`config.mk`:
```
export PLATFORM = sky130hd
export DESIGN_NAME = period_meter
export DESIGN_NICKNAME = d
export VERILOG_FILES = /design/src/rtl/period_meter_pkg.sv /design/src/rtl/sync_edge_det.sv /design/src/rtl/period_meter.sv
export SDC_FILE = /design/constraint.sdc
export NUM_CORES = 1
export LEC_CHECK = 0
export ABC_AREA = 0
export BUFFER_PORTS_ARGS = -buffer_cell sky130_fd_sc_hd__buf_2
export CORE_ASPECT_RATIO = 0.5
export CORE_UTILIZATION = 37
export CTS_BUF_LIST = sky130_fd_sc_hd__clkbuf_8
export DETAILED_ROUTE_END_ITERATION = 10
export GPL_TIMING_DRIVEN = 0
export SYNTH_ARGS = -nofsm -noshare
export SYNTH_HDL_FRONTEND = slang
export SYNTH_HIERARCHICAL = 1
export SYNTH_SLANG_ARGS = --single-unit
export TNS_END_PERCENT = 50
```
`constraint.sdc`:
```
create_clock -name CLK -period 2.5 [get_ports CLK]
set_input_delay 0.25 -clock CLK [delete_from_list [all_inputs] [get_ports CLK]]
set_output_delay 0.25 -clock CLK [all_outputs]
set_load 0.02 [all_outputs]
```
`src/rtl/period_meter_pkg.sv`:
```
// Shared definitions for the period meter: FSM state encoding and averaging constants.
package period_meter_pkg;

  typedef enum logic [1:0] {
    ST_IDLE    = 2'd0,
    ST_MEASURE = 2'd1,
    ST_STALL   = 2'd2
  } state_e;

  // Number of captures averaged per published result, and the matching shift.
  localparam int unsigned AVG_N     = 4;
  localparam int unsigned AVG_SHIFT = 2;

endpackage

```
`src/rtl/sync_edge_det.sv`:
```
// Multi-flop synchroniser for an asynchronous input plus a one-cycle rising-edge pulse.
// clr returns every flop to zero, so a rise in progress is discarded.
import period_meter_pkg::*;

module sync_edge_det #(
  parameter int unsigned SYNC_STAGES = 2
) (
  input  logic clk,
  input  logic rst_n,
  input  logic clr,
  input  logic sig_in,
  output logic rise
);

  logic [SYNC_STAGES-1:0] sync_q, sync_d;
  logic                   prev_q, prev_d;

  // Shift the input through the synchroniser and keep the previous synchronised level.
  always_comb begin
    sync_d = {sync_q[SYNC_STAGES-2:0], sig_in};
    prev_d = sync_q[SYNC_STAGES-1];
    if (clr) begin
      sync_d = '0;
      prev_d = 1'b0;
    end
  end

  // Synchroniser and edge-history registers.
  always_ff @(posedge clk or negedge rst_n) begin
    if (!rst_n) begin
      sync_q <= '0;
      prev_q <= 1'b0;
    end else begin
      sync_q <= sync_d;
      prev_q <= prev_d;
    end
  end

  assign rise = sync_q[SYNC_STAGES-1] & ~prev_q;

endmodule

```
`src/rtl/period_meter.sv`:
```
// Period meter: counts system-clock cycles between rising edges of an asynchronous
// input and publishes each count on a valid/ready output with sticky overrun and
// a stall flag. Optional feature macro: PERIOD_METER_AVG_EN publishes the mean
// of every four captures instead of each capture.
import period_meter_pkg::*;

module period_meter #(
  parameter int unsigned CNT_W       = 16,
  parameter int unsigned SYNC_STAGES = 2,
  parameter int unsigned TIMEOUT     = 50000
) (
  input  logic             CLK,
  input  logic             RST_N,
  input  logic             CLR,
  input  logic             SIG_IN,
  output logic [CNT_W-1:0] PERIOD,
  output logic             PERIOD_VALID,
  input  logic             PERIOD_READY,
  output logic             OVERRUN,
  output logic             STALLED
);

  localparam logic [CNT_W-1:0] TIMEOUT_C = CNT_W'(TIMEOUT);
  localparam logic [CNT_W-1:0] ONE_C     = CNT_W'(1);

  state_e           state_q, state_d;
  logic [CNT_W-1:0] cnt_q, cnt_d;
  logic [CNT_W-1:0] period_q, period_d;
  logic             valid_q, valid_d;
  logic             overrun_q, overrun_d;
  logic             stalled_q, stalled_d;

  logic             rise;
  logic             capture;
  logic             publish;
  logic [CNT_W-1:0] pub_val;

  sync_edge_det #(
    .SYNC_STAGES(SYNC_STAGES)
  ) u_sync_edge_det (
    .clk   (CLK),
    .rst_n (RST_N),
    .clr   (CLR),
    .sig_in(SIG_IN),
    .rise  (rise)
  );

  // Next-state, counter and stall flag; capture marks an edge-to-edge measurement.
  always_comb begin
    state_d   = state_q;
    cnt_d     = cnt_q;
    stalled_d = stalled_q;
    capture   = 1'b0;
    unique case (state_q)
      ST_IDLE: begin
        cnt_d = '0;
        if (rise) begin
          state_d = ST_MEASURE;
          cnt_d   = ONE_C;
        end
      end
      ST_MEASURE: begin
        if (rise) begin
          capture = 1'b1;
          cnt_d   = ONE_C;
        end else if (cnt_q == TIMEOUT_C) begin
          state_d   = ST_STALL;
          stalled_d = 1'b1;
        end else begin
          cnt_d = cnt_q + ONE_C;
        end
      end
      ST_STALL: begin
        if (rise) begin
          state_d   = ST_MEASURE;
          cnt_d     = ONE_C;
          stalled_d = 1'b0;
        end
      end
      default: begin
        state_d = ST_IDLE;
        cnt_d   = '0;
      end
    endcase
    if (CLR) begin
      state_d   = ST_IDLE;
      cnt_d     = '0;
      stalled_d = 1'b0;
    end
  end

`ifdef PERIOD_METER_AVG_EN
  logic [CNT_W+1:0] acc_q, acc_d;
  logic [1:0]       idx_q, idx_d;
  logic [CNT_W+1:0] sum;

  // Accumulate captures; every fourth one publishes the truncated mean and restarts.
  always_comb begin
    acc_d   = acc_q;
    idx_d   = idx_q;
    publish = 1'b0;
    sum     = acc_q + {2'b00, cnt_q};
    pub_val = sum[AVG_SHIFT +: CNT_W];
    if (capture) begin
      if (idx_q == 2'(AVG_N - 1)) begin
        publish = 1'b1;
        acc_d   = '0;
        idx_d   = '0;
      end else begin
        acc_d = sum;
        idx_d = idx_q + 2'd1;
      end
    end
    // A partial average never spans IDLE, a stall or a clear.
    if (CLR || state_q == ST_IDLE || (state_q != ST_STALL && state_d == ST_STALL)) begin
      acc_d = '0;
      idx_d = '0;
    end
  end

  // Accumulator registers.
  always_ff @(posedge CLK or negedge RST_N) begin
    if (!RST_N) begin
      acc_q <= '0;
      idx_q <= '0;
    end else begin
      acc_q <= acc_d;
      idx_q <= idx_d;
    end
  end
`else
  // Every capture is published as-is.
  always_comb begin
    publish = capture;
    pub_val = cnt_q;
  end
`endif

  // Output register with valid/ready handshake and sticky overrun.
  always_comb begin
    period_d  = period_q;
    valid_d   = valid_q;
    overrun_d = overrun_q;
    if (publish) begin
      period_d = pub_val;
      valid_d  = 1'b1;
      if (valid_q && !PERIOD_READY) begin
        overrun_d = 1'b1;
      end
    end else if (valid_q && PERIOD_READY) begin
      valid_d = 1'b0;
    end
    if (CLR) begin
      period_d  = '0;
      valid_d   = 1'b0;
      overrun_d = 1'b0;
    end
  end

  // State, counter and output registers.
  always_ff @(posedge CLK or negedge RST_N) begin
    if (!RST_N) begin
      state_q   <= ST_IDLE;
      cnt_q     <= '0;
      period_q  <= '0;
      valid_q   <= 1'b0;
      overrun_q <= 1'b0;
      stalled_q <= 1'b0;
    end else begin
      state_q   <= state_d;
      cnt_q     <= cnt_d;
      period_q  <= period_d;
      valid_q   <= valid_d;
      overrun_q <= overrun_d;
      stalled_q <= stalled_d;
    end
  end

  assign PERIOD       = period_q;
  assign PERIOD_VALID = valid_q;
  assign OVERRUN      = overrun_q;
  assign STALLED      = stalled_q;

endmodule

```
==> flow_summary.yaml <==
run_status:
  status: "completed"
floorplan:
  die_height_um: 53.5
  initial_core_util: 0.392
  io_pins: 24
  placement_rows: 18
  die-width_um: 105
  placeableCoreArea_um2: 5000
  fp.dieArea_um2: 5610
layout:
  insertedDiodeCount: 0
  fin_area_um2: 2240
  num-nets-final: 242
  area_delta_synth_final_pct: 14.3
  final_cells: 305
  post_route_cells_drive_above_1_share: 0.179
yosys:
  synth.largest_area_cell: "dfrtp_1"
  most_repeated_cell_in_the_gate_level_netlist_after_synthesis: "nand2_1"
  post-synth-top-area-fraction: 0.511
  ys_warn_count: 6
  postSynth.asyncResetShare: 1.00
  mappedNetlistNets: 212
  ys_seq_area_frac: 0.511
  synthesis.area_um2: 1960
  number_of_enable_type_register_cells_in_the_synthesized_netlist: 0
  top_cells_by_area_synth: "dfrtp_1 (51%), nand2_1 (8.2%), a21oi_1 (5.6%)"
  post_synth_inst_count: 205
  number_of_distinct_standard_cells_referenced_by_the_synthesized_netlist: 40
  syn-mean-instance-area_um2: 9.56
  postSynthRegisterBits: 40
  synth_top_cells_by_count: "nand2_1 (43), dfrtp_1 (40), a21oi_1 (22)"
  synth_top_flop_cell: "dfrtp_1"
detailed_routing:
  post_detailed_route_count_of_antenna_violating_nets: 0
  number_of_remaining_drc_errors: 0
  total_routed_length_mm: 4.47
  detail_route.first_pass.iterations: 4
  wl_per_cell_um: 14.7
  vias: 1662
  via_per_inst: 5.45
  first_iter_violations: 101
pwr:
  power_per_cell_area_nw_per_um2: 493
  power_leakage_uw: 0.000950
  worst_vdd_ir_mv: 0.198
  design_power_total_uw: 1100
clock_network:
  cts-hold-fix-buffers: 0
  clock_path_buffers: 2
  numClockSinks: 40
  worstSkewPairLatency_ns: 0.29
  cts_htree_levels: 2
  clkSlewWorstSetupHoldPaths_ns: 0.07
  cts_tree: "yes"
  cts_root_cell: "clkbuf_8"
  ctsResizeCount: 0
  post_cts.repair.setup_buffers: 0
  numCtsBuffers: 5
sta:
  timing.setup.tns_ns: 0
  hold_ws_ns: 0.0716
  maxSlewHeadroom: 0.407
  final_max_slew_viol_count: 0
  rsz0062_at_grt: "no"
  worst_tran_pin_value_ns: 0.890
  period_needed_ns: 1.94
  timing_hold_violations_final: 0
  max_freq_ghz: 0.516
  setup-violations-final: 0
  period_share: 0.775
  worst_clock_skew_ns: 0.00525
place:
  placedCellCount: 298
  io_buffer_count: 23
  finalWeightedCongestion: 0.807
  placed_standard_cell_area_um2: 2160
  dp_hpwl_mm: 3.22
worst_setup_path:
  crit_family: "simple AND/OR/NAND/NOR gates"
  crit_chain: "buf_2 -> nor4b_1 -> clkbuf_1 -> nor3_1 -> xnor2_1 -> nor2_1"
  critical_path.startpoint_type: "register"
  slowest_cp_cell: "nor4b_1"
  path_max_fanout: 10
  required_time_of_the_critical_path_ns: 2.66
  critical_path_buf_inv_count: 2
  critical-path-max-stage-delay_ns: 0.52
  crit_type: "reg2reg"
  timing.critical_path.depth: 6
  end_kind: "register"
  r2r.worst_path.cells: 6
  timing.critical_path.arrival_ns: 2.10
grt:
  grt_antenna_before_repair: 0
  grt_first_pass_wirelength_mm: 7.33
  groute.usage.overall: 0.174
  number_of_global_route_vias_before_repair: 1514
  grt_start_max_net_pins: 41
  gr-total-overflow: 0
flow_run:
  maxCapViolCount: 0
hold_path:
  hold_removal_path_class: "in2async"
[through the flow]
step	setup slack, ns	util
finish	0.563	0.448
global route	0.400	0.448
CTS	0.554	0.448
detailed placement	0.592	0.432
global placement	0.617	0.432
floorplan	0.763	-
[registers in the layout, summed over array words and instances (netlist names)]
register                flops
PERIOD_VALID                1
PERIOD                     16
u_sync_edge_det/sync_q      2
OVERRUN                     1
STALLED                     1
u_sync_edge_det/prev_q      1
cnt_q                      16
state_q                     2
[kinds of logic after synthesis]
kind of cell	synth area share
AO/OA/AOI/OAI	0.107
XOR/XNOR	0.0268
adder cells (fa/ha/maj)	0.0128
buffers and inverters	0.0319
flip-flops	0.511
multiplexers	0.0160
AND/OR/NAND/NOR	0.295
[worst paths after layout]
path | from | endpoint | slack, ns
setup reg to reg | state_q[0] | cnt_q[7] | 0.56
min in group CLK | SIG_IN | u_sync_edge_det/sync_q[0] | 0.19
setup / recovery | state_q[0] | cnt_q[7] | 0.56
hold reg to reg | u_sync_edge_det/sync_q[0] | u_sync_edge_det/sync_q[1] | 0.46
max in group asynchronous | RST_N | cnt_q[4] | 1.86
hold / removal | RST_N | OVERRUN | 0.07
[cell type report]
type,instances,area (µm²)
clock buffers,5,68.8
well taps,70,87.6
repair buffers,23,115
plain buffers,10,40.0
multi-input cells,149,896
flip-flops and latches,40,1000
clock inverters,2,8.76
fillers,503,2760
inverters,6,22.5
[cells in the final DEF (no fill, tap or decap), types with 3 or more instances in the layout]
cell type / n
nand2_1: 43
dfrtp_1: 40
buf_2: 25
a21oi_1: 22
nor2_1: 10
clkbuf_1: 8
nand3_1: 8
inv_1: 7
or3_1: 5
or4_1: 5
a31oi_1: 5
clkbuf_8: 5
nor2b_1: 4
xnor2_1: 4
or2_1: 3
nor4_1: 3
nor3_1: 3
o21ai_0: 3
nand4_1: 3
[worst register-to-register path: cells and delay by family (launching register included)]
| family | cells | cell delay, ns |
|---|---|---|
| simple gates | 3 | 0.70 |
| flops | 1 | 0.36 |
| buf+inv | 2 | 0.56 |
| xor+xnor | 1 | 0.17 |
[report_power, final]
| part | internal, µW | switching, µW |
|---|---|---|
| clock network | 186 | 218 |
| logic | 11.2 | 36.1 |
| registers | 650 | 2.69 |
[per-layer routing]
layer | routed length (µm) | global-route usage | part of all wire
met1 | 2180 | 0.232 | 0.49
met2 | 2060 | 0.274 | 0.46
met3 | 164 | 0.0308 | 0.037
met4 | 70 | 0.0939 | 0.016
met5 | 0 | 0 | 0
Note: power is estimated with default switching activity, not from simulation.
